### src/rtl/mdu_sequencer.sv
// Iterative multiply/divide unit for the execute stage: 32-cycle shift-add
// multiply or restoring divide, with pipeline stall, flush and done handshake.
module mdu_sequencer (
  input  logic        clk,
  input  logic        rst,
  input  logic        StartE,
  input  logic [1:0]  MDUOpE,
  input  logic [31:0] SrcAE,
  input  logic [31:0] SrcBE,
  input  logic        FlushE,
  output logic        StallE,
  output logic        DoneE,
  output logic [31:0] MDUResultE,
  output logic        BusyE
);

  typedef enum logic [1:0] {IDLE, RUN, DONE} state_t;

  state_t      state, state_next;
  logic [4:0]  cnt;
  logic [1:0]  op;
  logic [31:0] opa, opb;
  logic [63:0] acc, acc_step;
  logic [31:0] addend, step_result, dbz_result;
  logic [32:0] mul_sum, div_shift, div_trial;
  logic        div_ok, accept, div_zero, last_cycle;

  assign accept     = (state == IDLE) && StartE && !FlushE;
  assign div_zero   = MDUOpE[1] && (SrcBE == '0);
  assign last_cycle = (cnt == 5'd31);

  // acc holds {product hi, multiplier/product lo} for multiply and
  // {remainder, dividend/quotient} for divide.
  always_comb begin
    addend    = acc[0] ? opa : '0;
    mul_sum   = {1'b0, acc[63:32]} + {1'b0, addend};
    div_shift = acc[63:31];
    div_trial = div_shift - {1'b0, opb};
    // A shifted remainder >= 2^32 always exceeds the divisor; otherwise the
    // trial's top bit is the borrow.
    div_ok    = div_shift[32] || !div_trial[32];
    if (op[1])
      acc_step = div_ok ? {div_trial[31:0], acc[30:0], 1'b1} : {acc[62:0], 1'b0};
    else
      acc_step = {mul_sum, acc[31:1]};
    step_result = op[0] ? acc_step[63:32] : acc_step[31:0];
    dbz_result  = MDUOpE[0] ? SrcAE : '1;
  end

  always_comb begin
    state_next = state;
    case (state)
      IDLE: if (accept) state_next = div_zero ? DONE : RUN;
      RUN: begin
        if (FlushE)          state_next = IDLE;
        else if (last_cycle) state_next = DONE;
      end
      DONE:    state_next = IDLE;
      default: state_next = IDLE;
    endcase
  end

  assign StallE = rst && (accept || (state == RUN));
  assign BusyE  = (state == RUN);
  assign DoneE  = (state == DONE) && !FlushE;

  always_ff @(posedge clk or negedge rst) begin
    if (!rst) state <= IDLE;
    else      state <= state_next;
  end

  always_ff @(posedge clk or negedge rst) begin
    if (!rst) begin
      cnt        <= '0;
      op         <= '0;
      opa        <= '0;
      opb        <= '0;
      acc        <= '0;
      MDUResultE <= '0;
    end else if (accept) begin
      op  <= MDUOpE;
      opa <= SrcAE;
      opb <= SrcBE;
      cnt <= '0;
      acc <= MDUOpE[1] ? {32'b0, SrcAE} : {32'b0, SrcBE};
      if (div_zero) MDUResultE <= dbz_result;
    end else if ((state == RUN) && !FlushE) begin
      acc <= acc_step;
      cnt <= cnt + 5'd1;
      if (last_cycle) MDUResultE <= step_result;
    end
  end

endmodule

### config.mk
export PLATFORM = sky130hd
export DESIGN_NAME = mdu_sequencer
export DESIGN_NICKNAME = d
export VERILOG_FILES = /design/src/rtl/mdu_sequencer.sv
export SDC_FILE = /design/constraint.sdc
export NUM_CORES = 1
export LEC_CHECK = 0
export CAP_MARGIN = 20
export CORE_ASPECT_RATIO = 1.1
export CORE_MARGIN = 2
export CORE_UTILIZATION = 50
export CTS_BUF_LIST = sky130_fd_sc_hd__clkbuf_4
export DETAILED_ROUTE_END_ITERATION = 7
export PLACE_DENSITY = 0.74
export SETUP_SLACK_MARGIN = 0.02
export SYNTH_ARGS = -nofsm -noshare
export SYNTH_HDL_FRONTEND = slang
export SYNTH_SLANG_ARGS = --single-unit
### constraint.sdc
create_clock -name clk -period 10.2 [get_ports clk]
set_clock_uncertainty 0.15 [all_clocks]
set_input_delay 1.02 -clock clk [delete_from_list [all_inputs] [get_ports clk]]
set_output_delay 1.02 -clock clk [all_outputs]
set_load 0.01 [all_outputs]
**Word-level counts from Yosys, hierarchy flattened**

Index checks and enable logic that the tools add are counted.

- Register bits: 169
- Bits of input ports: 70
- Output and inout port bits: 35
- Word-level logic and storage cells: 51

- Add/sub/neg operators: 3
- Equality and inequality tests: 6
- Mux-type cells: 19
- Reductions and logical operators: 16

Operators with widths:

| operator | count |
|---|---|
| 32-bit 2-to-1 mux | 8 |
| 64-bit 2-to-1 mux | 4 |
| 32-bit by 32-bit adder with 33-bit output | 1 |
| 33-bit by 32-bit subtractor with 33-bit output | 1 |
| 32-bit zero test | 1 |
| 5-bit 2-to-1 mux | 2 |
| 2-bit 2-to-1 mux | 4 |
| 1-bit logical AND | 6 |
| 5-bit by 1-bit adder with 5-bit output, second input constant | 1 |
| 5-bit equality test, second input constant | 1 |
| 2-bit case mux with 2 select lines | 1 |
| 2-bit nonzero test | 2 |
| 3-bit by 2-bit inequality test with 1-bit output, second input constant | 1 |
| 3-bit AND reduction | 1 |
| 2-bit by 1-bit equality test with 1-bit output, second input constant | 1 |
| 2-bit equality test, second input constant | 1 |
| 1-bit zero test | 2 |
| 2-bit zero test | 1 |
| 1-bit logical OR | 2 |
| 2-bit by 1-bit inequality test with 1-bit output, second input constant | 1 |
| 2-bit inequality test, second input constant | 1 |
| 2-bit AND reduction | 1 |

**Longest topological paths before layout**

- Depth in word-level cells: 9
- Gate-level depth with buffers: 14
- Mapped depth without buffers: 12

**Least setup slack after synthesis**

Ideal clock, no wire load.

- Path type: register to register
- Start point: register acc[0]
- End point: register MDUResultE[19]
- Library setup time: 0.126 ns
- Arrival time: 3.179 ns
- Required time: 9.924 ns
- Path slack: 6.745 ns
- Stages on the path, launching flop included: 13
- Buffers on the path: 1
- Period minus slack after synthesis: 3.455 ns
- Cells stage by stage: dfrtp_1 > clkbuf_1 > and2_1 > ha_1 > fa_1 > a21oi_1 > o211ai_1 > o21ai_1 > o21ai_1 > a221oi_1 > xnor2_1 > mux4_2 > a221o_1

- Word-level cells in the longest chain between the ends: 7

RTL lines:

| item | line | text |
|---|---|---|
| start, declared | 23 | `logic [63:0] acc, acc_step;` |
| start signal, assigned | 85 | `acc <= MDUOpE[1] ? {32'b0, SrcAE} : {32'b0, SrcBE};` |
| start signal, assigned | 88 | `acc <= acc_step;` |
| 32-bit 2-to-1 mux | 35 | `addend = acc[0] ? opa : '0;` |
| 32-bit by 32-bit adder with 33-bit output | 36 | `mul_sum = {1'b0, acc[63:32]} + {1'b0, addend};` |
| 64-bit 2-to-1 mux | 42 | `if (op[1])` |
| 32-bit 2-to-1 mux | 46 | `step_result = op[0] ? acc_step[63:32] : acc_step[31:0];` |
| 32-bit 2-to-1 mux | 90 | `if (last_cycle) MDUResultE <= step_result;` |
| 32-bit 2-to-1 mux | 87 | `end else if ((state == RUN) && !FlushE) begin` |
| 32-bit 2-to-1 mux | 80 | `end else if (accept) begin` |
| end signal, assigned | 86 | `if (div_zero) MDUResultE <= dbz_result;` |
| end signal, assigned | 90 |  |
| end, declared | 13 | `output logic [31:0] MDUResultE,` |

No other way between the ends. The select of a mux whose other input is x is not followed.
A chain may end at the register's enable or synchronous reset.

**Final worst setup path**

- Start point: input port SrcBE[12]
- End point: register MDUResultE[10]

- Word-level cells in the longest chain between the ends: 4

RTL lines:

| item | line | text |
|---|---|---|
| start, declared | 9 | `input logic [31:0] SrcBE,` |
| 32-bit zero test | 29 | `assign div_zero = MDUOpE[1] && (SrcBE == '0);` |
| 1-bit logical AND | 29 |  |
| 2-bit by 1-bit inequality test with 1-bit output (no source line) | -- |  |
| 3-bit AND reduction (no source line) | -- |  |

No other way between the ends.

==> flow_metrics.env <==
export IMPL_status="complete, no violations"
export IMPL_cts_htree_levels=4
export IMPL_crit_buf_inv=2
export IMPL_crit_path_top_delay_cell="nor4_1"
export IMPL_fin_setup_tns_ps=0
export IMPL_critical_path_max_fanout=45
export IMPL_cp_required_ps=10560
export IMPL_grt_remaining_overflow=0
export IMPL_numPortBuffers=104
export IMPL_worstPathArrival_ps=4930
export IMPL_grtUsageTotal_pct=32.5
export IMPL_synthCells=1475
export IMPL_synthArstFlopShare_pct=100
export IMPL_fp_dieW_um=153
export IMPL_dp_cells=1816
export IMPL_reg2reg_depth=13
export IMPL_criticalPathCategory="input pin to flip-flop"
export IMPL_insertion_delay_ps=630
export IMPL_synth_seq_cells=169
export IMPL_drtPass1Iterations=7
export IMPL_ys_types=75
export IMPL_grt_max_degree=130
export IMPL_timing_final_crit_period_ps=4570
export IMPL_p_leak_nw=6.24
export IMPL_irDropWorstVdd_uv=131
export IMPL_cp_end_kind="flip-flop"
export IMPL_hpwl_um=29400
export IMPL_postCtsSetupBuffers=0
export IMPL_dpl_cell_area_um2=13500
export IMPL_post_cts_resized=0
export IMPL_start_util_pct=50.5
export IMPL_path_clk_slew_ps=150
export IMPL_worst_setup_path_start_kind="input pin"
export IMPL_fmax_mhz=219
export IMPL_via_per_inst=6.41
export IMPL_drc=0
export IMPL_seq_area_um2=4230
export IMPL_cts_tree="built"
export IMPL_final_common_cell="nand2_1"
export IMPL_rsz0062_at_grt="false"
export IMPL_dieArea_um2=25700
export IMPL_die_height_um=168
export IMPL_postSynthAreaPerCell_um2=8.30
export IMPL_fin_crit_sh_pct=44.8
export IMPL_power_density_nw_per_um2=250
export IMPL_hold_buffers=0
export IMPL_rows=60
export IMPL_final_cell_mix="nand2_1, dfrtp_1, o21ai_0, clkdlybuf4s50_1, nor2_1"
export IMPL_drtIter0Drc=1012
export IMPL_cts_root_buffer="clkbuf_4"
export IMPL_cts_sinks=169
export IMPL_ios=105
export IMPL_drive_above_1_share_pct=5.85
export IMPL_drv_cap=0
export IMPL_hold_viol_final=0
export IMPL_cts_buffer_depth=2
export IMPL_num_vias=11900
export IMPL_wl_per_cell_um=22.7
export IMPL_postRouteAntennaNets=0
export IMPL_r2r_end="MDUResultE[31]"
export IMPL_max_stage_delay_ps=790
export IMPL_synthToLayoutAreaGrowth_pct=12.6
export IMPL_core_um2=24200
export IMPL_multi_input_area_um2=7500
export IMPL_cts_made_buffers=17
export IMPL_syn_num_nets=1613
export IMPL_fillers=2225
export IMPL_grt_pass1_vias=11900
export IMPL_yosysSeqAreaShare_pct=34.6
export IMPL_grt_first_pass_wirelength_um=65800
export IMPL_hp_class="input pin to async pin"
export IMPL_num_nets_final=1663
export IMPL_final_area_um2=13800
export IMPL_yosysWarnings=0
export IMPL_synth_flop_cell="dfrtp_1"
export IMPL_crit_chain="clkdlybuf4s50_1 > nor4_1 > nand4_1 > nor3_1 > a22oi_1 > nand2b_2 > buf_4 > nor2_1 > nand2_1 > o221a_2"
export IMPL_antenna_found_initial=2
export IMPL_crit_family="simple AND/OR/NAND/NOR gates"
export IMPL_r2r_start="acc[0]"
export IMPL_gp_congestion=1.03
export IMPL_relSlewSlack_pct=24.8
export IMPL_totalWireLength_um=41900
export IMPL_netlist_area_um2=12200
export IMPL_final_cells=1849
export IMPL_slew_violations=0
export IMPL_synth_edf_count=0
export IMPL_tightestPinTransition_ps=1130
export IMPL_finalSetupViolCount=0
export IMPL_reg2reg_slack_ps=5740
-- synth_stat cells (5+ instances only) --
cell type / number / area (um^2)
a211oi_1: 19 / 143
a21boi_0: 6 / 45.0
a21o_1: 27 / 203
a21oi_1: 86 / 430
a221o_1: 5 / 50.1
a22o_1: 20 / 175
a31oi_1: 20 / 125
and2_1: 36 / 225
and3_1: 5 / 31.3
buf_1: 9 / 33.8
buf_2: 7 / 35.0
clkbuf_1: 69 / 259
dfrtp_1: 169 / 4230
ha_1: 66 / 826
inv_1: 52 / 195
mux2_2: 8 / 90.1
mux2i_1: 73 / 731
nand2_1: 289 / 1080
nand2b_1: 13 / 81.3
nand3_1: 16 / 80.1
nand4_1: 10 / 62.6
nor2_1: 97 / 364
nor2b_1: 9 / 56.3
nor3_1: 14 / 70.1
nor4_1: 7 / 43.8
o211ai_1: 20 / 150
o21a_1: 14 / 105
o21ai_0: 107 / 536
o21ai_1: 5 / 25.0
o21bai_1: 7 / 52.6
o221a_2: 7 / 78.8
o221ai_1: 35 / 307
o31ai_1: 8 / 60.1
or3_1: 8 / 50.1
xnor2_1: 28 / 245
xor2_1: 21 / 184
-- stage by stage --
step | utilization (%) | setup slack (ps) | hold slack [ps] | power [mW]
floorplan | - | 6740 | 287 | 2.40
global placement | 55.5 | 5140 | 302 | 2.90
detailed placement | 55.5 | 5060 | 306 | 2.93
CTS | 56.8 | 5720 | 140 | 3.39
global route | 56.8 | 5570 | 148 | 3.67
finish | 56.8 | 5630 | 146 | 3.45
-- metal layers --
| layer | part of all wire [%] | global-route usage, % | vias up |
|---|---|---|---|
| li1 | - | - | 5422 |
| met1 | 40 | 41.3 | 5640 |
| met2 | 46 | 53.1 | 631 |
| met3 | 8.2 | 6.10 | 157 |
| met4 | 5.5 | 16.7 | 2 |
| met5 | 0.031 | 0 | - |
-- state kept, by name, summed over array words and instances, names as in the netlist --
register	count
op	2
opa	32
MDUResultE	32
acc	64
opb	32
state	2
cnt	5
-- worst max-delay path by stage --
stage / start / end / slack, ps / depth (start not counted)
after floorplan: acc[0] / MDUResultE[19] / 6740 / 12
after global placement: SrcBE[12] / MDUResultE[3] / 5140 / 10
after detailed placement: SrcBE[12] / MDUResultE[26] / 5060 / 11
after CTS: SrcBE[12] / MDUResultE[10] / 5720 / 10
after global routing: acc[0] / MDUResultE[31] / 5570 / 13
final: SrcBE[12] / MDUResultE[10] / 5630 / 10
-- where the power goes --
group          internal, mW  total, mW  switching (mW)
Combinational         0.767       2.01            1.24
Sequential            0.815      0.980           0.165
Clock                 0.179      0.464           0.285
-- final cells by class --
class	instances	area share [%]
Sequential cell	169	30.7
Antenna cell	1	0.0182
Clock buffer	18	0.980
Clock inverter	14	1.33
Timing Repair Buffer	117	8.32
Multi-Input combinational cell	1167	54.4
Inverter	53	1.44
Tap cell	310	2.81
-- cells by family (layout without fill, tap and decap cells) --
logic type | Yosys count | count (layout) | share of synthesized area (%)
and+or+nand+nor | 524 | 524 | 18.9
muxes | 83 | 83 | 7.01
AOI/OAI and AO/OA | 443 | 443 | 24.5
xor gates and xnor gates | 49 | 49 | 3.51
other | 0 | 1 | 0
buffers and inverters | 139 | 202 | 4.40
DFF | 169 | 169 | 34.6
adders and majority gates | 68 | 68 | 7.07
Note: power is estimated with default switching activity, not from simulation.
